<file path="src/rtl/mux_rr_arbiter.sv">
// Two-requester round-robin arbiter that owns a 2:1 data mux and registers the muxed beat.
// A hold limit bounds one requester's tenure while the other is waiting.
module mux_rr_arbiter #(
  parameter int unsigned WIDTH    = 8,
  parameter int unsigned MAX_HOLD = 4
) (
  input  logic             clk,
  input  logic             rst,
  input  logic             req0,
  input  logic             req1,
  input  logic [WIDTH-1:0] I0,
  input  logic [WIDTH-1:0] I1,
  output logic             gnt0,
  output logic             gnt1,
  output logic             sel,
  output logic [WIDTH-1:0] out,
  output logic             out_valid
);

  localparam int unsigned HW = (MAX_HOLD > 1) ? $clog2(MAX_HOLD) : 1;
  localparam logic [HW-1:0] HOLD_LAST = HW'(MAX_HOLD - 1);

  typedef enum logic [1:0] {
    IDLE = 2'd0,
    G0   = 2'd1,
    G1   = 2'd2
  } state_e;

  state_e            state_q, state_d;
  logic [HW-1:0]     hold_cnt_q, hold_cnt_d;
  logic              last_q, last_d;
  logic              gnt0_q, gnt0_d;
  logic              gnt1_q, gnt1_d;
  logic              sel_q, sel_d;
  logic [WIDTH-1:0]  out_q, out_d;
  logic              out_valid_q, out_valid_d;
  logic              xfer_c;
  logic [HW-1:0]     hold_inc_c;

  // Next-state, hold counter and datapath
  always_comb begin
    state_d     = state_q;
    hold_cnt_d  = hold_cnt_q;
    last_d      = last_q;
    xfer_c      = (gnt0_q & req0) | (gnt1_q & req1);
    hold_inc_c  = (hold_cnt_q == HOLD_LAST) ? hold_cnt_q : hold_cnt_q + HW'(1);
    out_valid_d = xfer_c;
    out_d       = xfer_c ? (sel_q ? I1 : I0) : out_q;

    case (state_q)
      IDLE: begin
        hold_cnt_d = '0;
        if (req0 && req1) state_d = last_q ? G0 : G1;
        else if (req0)    state_d = G0;
        else if (req1)    state_d = G1;
      end
      G0: begin
        if (!req0) begin
          // Owner released: hand over without a bubble, or go idle
          state_d    = req1 ? G1 : IDLE;
          hold_cnt_d = '0;
          last_d     = 1'b0;
        end else if (req1 && (hold_cnt_q == HOLD_LAST)) begin
          state_d    = G1;
          hold_cnt_d = '0;
          last_d     = 1'b0;
        end else begin
          hold_cnt_d = hold_inc_c;
        end
      end
      G1: begin
        if (!req1) begin
          state_d    = req0 ? G0 : IDLE;
          hold_cnt_d = '0;
          last_d     = 1'b1;
        end else if (req0 && (hold_cnt_q == HOLD_LAST)) begin
          state_d    = G0;
          hold_cnt_d = '0;
          last_d     = 1'b1;
        end else begin
          hold_cnt_d = hold_inc_c;
        end
      end
      default: begin
        state_d    = IDLE;
        hold_cnt_d = '0;
      end
    endcase

    gnt0_d = (state_d == G0);
    gnt1_d = (state_d == G1);
    sel_d  = (state_d == G1);
  end

  always_ff @(posedge clk) begin
    if (rst) begin
      state_q     <= IDLE;
      hold_cnt_q  <= '0;
      last_q      <= 1'b1;
      gnt0_q      <= 1'b0;
      gnt1_q      <= 1'b0;
      sel_q       <= 1'b0;
      out_q       <= '0;
      out_valid_q <= 1'b0;
    end else begin
      state_q     <= state_d;
      hold_cnt_q  <= hold_cnt_d;
      last_q      <= last_d;
      gnt0_q      <= gnt0_d;
      gnt1_q      <= gnt1_d;
      sel_q       <= sel_d;
      out_q       <= out_d;
      out_valid_q <= out_valid_d;
    end
  end

  assign gnt0      = gnt0_q;
  assign gnt1      = gnt1_q;
  assign sel       = sel_q;
  assign out       = out_q;
  assign out_valid = out_valid_q;

endmodule

</file>
<file path="config.mk">
export PLATFORM = sky130hd
export DESIGN_NAME = mux_rr_arbiter
export DESIGN_NICKNAME = d
export VERILOG_FILES = /design/src/rtl/mux_rr_arbiter.sv
export SDC_FILE = /design/constraint.sdc
export NUM_CORES = 1
export LEC_CHECK = 0
export BUFFER_PORTS_ARGS = -buffer_cell sky130_fd_sc_hd__buf_2
export CORE_MARGIN = 5
export CORE_UTILIZATION = 45
export CTS_CLUSTER_DIAMETER = 30
export DETAILED_ROUTE_END_ITERATION = 7
export GPL_TIMING_DRIVEN = 0
export PLACE_DENSITY = 0.75
export SETUP_SLACK_MARGIN = 0.02
export SLEW_MARGIN = 40
export SYNTH_ARGS = -nofsm -noshare
export SYNTH_HDL_FRONTEND = slang
export SYNTH_SLANG_ARGS = --single-unit
</file>
<file path="constraint.sdc">
create_clock -name clk -period 2.35 [get_ports clk]
set_input_delay 0.235 -clock clk [delete_from_list [all_inputs] [get_ports clk]]
set_output_delay 0.235 -clock clk [all_outputs]
set_load 0.005 [all_outputs]
</file>
==> impl_metrics.csv <==
group,metric,value,unit
worst_setup_path,worst_setup_path_start_kind,"register",
detailed_routing,drtPass1Iterations,4,
global_route,grt.total_usage,16.01,%
power_and_ir_drop,ir_worst_vdd,0.0003786,V
detailed_routing,wl,1.927,mm
detailed_routing,vias,741,
floorplan,start_util,47.46,%
power_and_ir_drop,p_seq_share,45.0,%
cells_and_area,antennaDiodeCount,0,
detailed_routing,initialDrtViolationCount,12,
global_route,overflow,0,
synthesis,yosysTopAreaCell,"dfxtp_1",
clock_network,htreeDepth,1,
worst_setup_path,cp_max_fo,5,
synthesis,synth-simple-area-share,18.78,%
timing,period_share,71.76,%
floorplan,coreArea,0.001727,mm^2
detailed_routing,drtAntennaViolNets,0,
place,place_hpwl,1.516,mm
worst_setup_path,r2r_slack,0.66,ns
timing,rsz0062_at_grt,"no",
place,port_buffers,30,
synthesis,postSynthCellCount,84,
synthesis,synth-edff-count,0,
worst_setup_path,path_class,"reg -> reg",
floorplan,rows,15,
status,status,"complete, no violations",
synthesis,ys_warn_count,0,
timing,clock.fmax,593.0,MHz
synthesis,synth-compound-area-share,15.73,%
global_route,grt_pass1_vias,703,
clock_network,tritoncts,"done",
power_and_ir_drop,pwr-share-comb,30.0,%
clock_network,cts_buffer_depth,2,
floorplan,die_h,52.68,um
timing,maxSlewHeadroom,68.11,%
timing,hold_violations,0,
cells_and_area,synthToLayoutAreaGrowth,26.56,%
global_route,antenna_found_initial,0,
floorplan,io_pins,32,
detailed_routing,detail_route.vias_per_cell,5.182,
synthesis,synth_area_leaders,"dfxtp_1 39%, mux2i_1 11%, a211oi_1 7.3%",
power_and_ir_drop,p_clk_share,25.0,%
cells_and_area,nets,143,
cells_and_area,design_area,0.001037,mm^2
power_and_ir_drop,internal_power,0.0005142,W
cells_and_area,final_cell_mix,"31 x buf_2, 16 x dfxtp_1, 12 x nor2_1, 9 x mux2i_1, 8 x a211oi_1",
job,cap_violations,0,
clock_network,postCtsSetupRepairBufs,0,
power_and_ir_drop,switching_power,0.0002259,W
power_and_ir_drop,p_sw_share,30.52,%
worst_setup_path,cp_slowest_cell,"dfxtp_1",
detailed_routing,wl_per_cell,13.48,um
clock_network,numCtsBuffers,3,
place,dp_cells,139,
synthesis,async_flop_share,0,%
worst_setup_path,endpoint_kind,"register",
clock_network,ctsResizeCount,0,
synthesis,synthXorXnorAreaFrac,0,%
place,gp_congestion,0.8821,
power_and_ir_drop,power_density,713.5,mW/mm^2
worst_setup_path,worstPathArrival,1.87,ns
worst_setup_path,slowest_delay,0.44,ns
timing,worstMarginPinSlew,0.4783,ns
timing,finalCriticalPeriod,1.686,ns
clock_network,cts_sinks,16,
synthesis,synth_ff_type,"dfxtp_1",
timing,timing.final.ws_setup,0.6637,ns
synthesis,ys_ff_latch,16,
clock_network,root_buffer,"clkbuf_4",
synthesis,synth_adder_area_share,6.107,%
clock_network,clock_latency,0.28,ns
power_and_ir_drop,p_leak,0.4596,nW
timing,setup_viol,0,
floorplan,dieWidth,52.68,um
detailed_routing,remaining_drc_errors,0,
synthesis,synth_area,819.5,um^2
worst_hold_path,hp-class,"in -> reg",
cells_and_area,final_core_util,60.07,%
cells_and_area,drive_gt1_share,38.14,%
synthesis,syn_avg_cell_area,9.756,um^2
synthesis,synth.area.mux_share,12.82,%
synthesis,ys_types,31,
cells_and_area,stdcell_count,143,
place,dp_slack,0.7350,ns
timing,finalMaxSlewViolations,0,
timing,finClkSkew,0.002689,ns
synthesis,seq_area_frac_synth,39.08,%
worst_setup_path,required,2.53,ns
clock_network,cts_hold_buf,0,
timing,setup_tns,0,ns
synthesis,synth_nets,108,
synthesis,synth_top_family_by_area,"simple AND/OR/NAND/NOR gates",
floorplan,dieArea,0.002775,mm^2
global_route,grt_pass1_wl,3.222,mm
global_route,grt_max_degree,11,
clock_network,clk_pin_slew_worst_paths,0.10,ns
worst_setup_path,path_cells,"inv_1 > ha_1 > and2_2 > a2bb2oi_2 > nand2_1 > a221o_1",
place,placed_area,0.001001,mm^2
cells_and_area,final_common_cell,"buf_2",
synthesis,synth_top_area_share,39.08,%
layer usage:
layer / track usage, % / part of all wire (%) / routed length, um / up-vias
met4: 9.787 / 3.4 / 65 / 0
met1: 17.89 / 38 / 724 / 327
met5: 0 / 0 / 0 / -
met3: 2.564 / 5.9 / 113 / 8
li1: - / - / - / 369
met2: 27.89 / 53 / 1023 / 37
worst paths after layout:
| check | from | end | cells after the start |
|---|---|---|---|
| setup / recovery | state_q[0] | last_q | 6 |
| hold / removal | rst | out_valid | 2 |
| setup reg to reg | state_q[0] | last_q | 6 |
| hold reg to reg | hold_cnt_q[1] | hold_cnt_q[0] | 2 |
cells in the mapped netlist, types with 2 or more instances:
| cell | count |
|---|---|
| a211oi_1 | 8 |
| buf_6 | 3 |
| dfxtp_1 | 16 |
| ha_1 | 4 |
| inv_1 | 3 |
| mux2i_1 | 9 |
| nand2_1 | 3 |
| nand3_1 | 3 |
| nor2_1 | 12 |
| nor3_1 | 2 |
cell type report:
cell class	instances	area, um^2
Clock buffer	4	36.28
Sequential cell	16	320.3
Buffer	6	50.05
Tap cell	25	31.28
Fill cell	172	689.4
Inverter	3	11.26
Timing Repair Buffer	30	150.1
Multi-Input combinational cell	59	437.9
registers in the layout, indices dropped and copies added, names as in the netlist:
| register | flops |
|---|---|
| out | 8 |
| hold_cnt_q | 2 |
| state_q | 2 |
| gnt0 | 1 |
| last_q | 1 |
| out_valid | 1 |
| sel | 1 |
stage by stage:
step	total power (W)	hold slack (ns)
after floorplan	0.0004821	0.3066
after global placement	0.0005491	0.4626
after detailed placement	0.0005631	0.4713
after CTS	0.0007466	0.1601
final	0.0007401	0.1741
after global routing	0.0007864	0.1805
worst max-delay path: cells and delay by family, from the launching register on:
| family | cells | cell delay [ns] |
|---|---|---|
| compound gates | 2 | 0.49 |
| flops | 1 | 0.44 |
| fa+ha+maj | 1 | 0.26 |
| buf+inv | 1 | 0.12 |
| simple gates | 2 | 0.28 |
power by group through the flow:
stage	sequential [W]	combinational (W)	clock, W
after CTS	0.000334	0.000224	0.000188
final	0.000333	0.000222	0.000185
after global routing	0.000340	0.000246	0.000200
after global placement	0.000338	0.000211	0
after floorplan	0.000340	0.000142	0
after detailed placement	0.000340	0.000223	0
logic make-up after synthesis:
group	Yosys count
buffers and inverters	9
adders and majority gates	4
and+or+nand+nor	29
DFF	16
muxes	10
AOI/OAI and AO/OA	16
No activity file was read; power rests on OpenSTA's default activity.
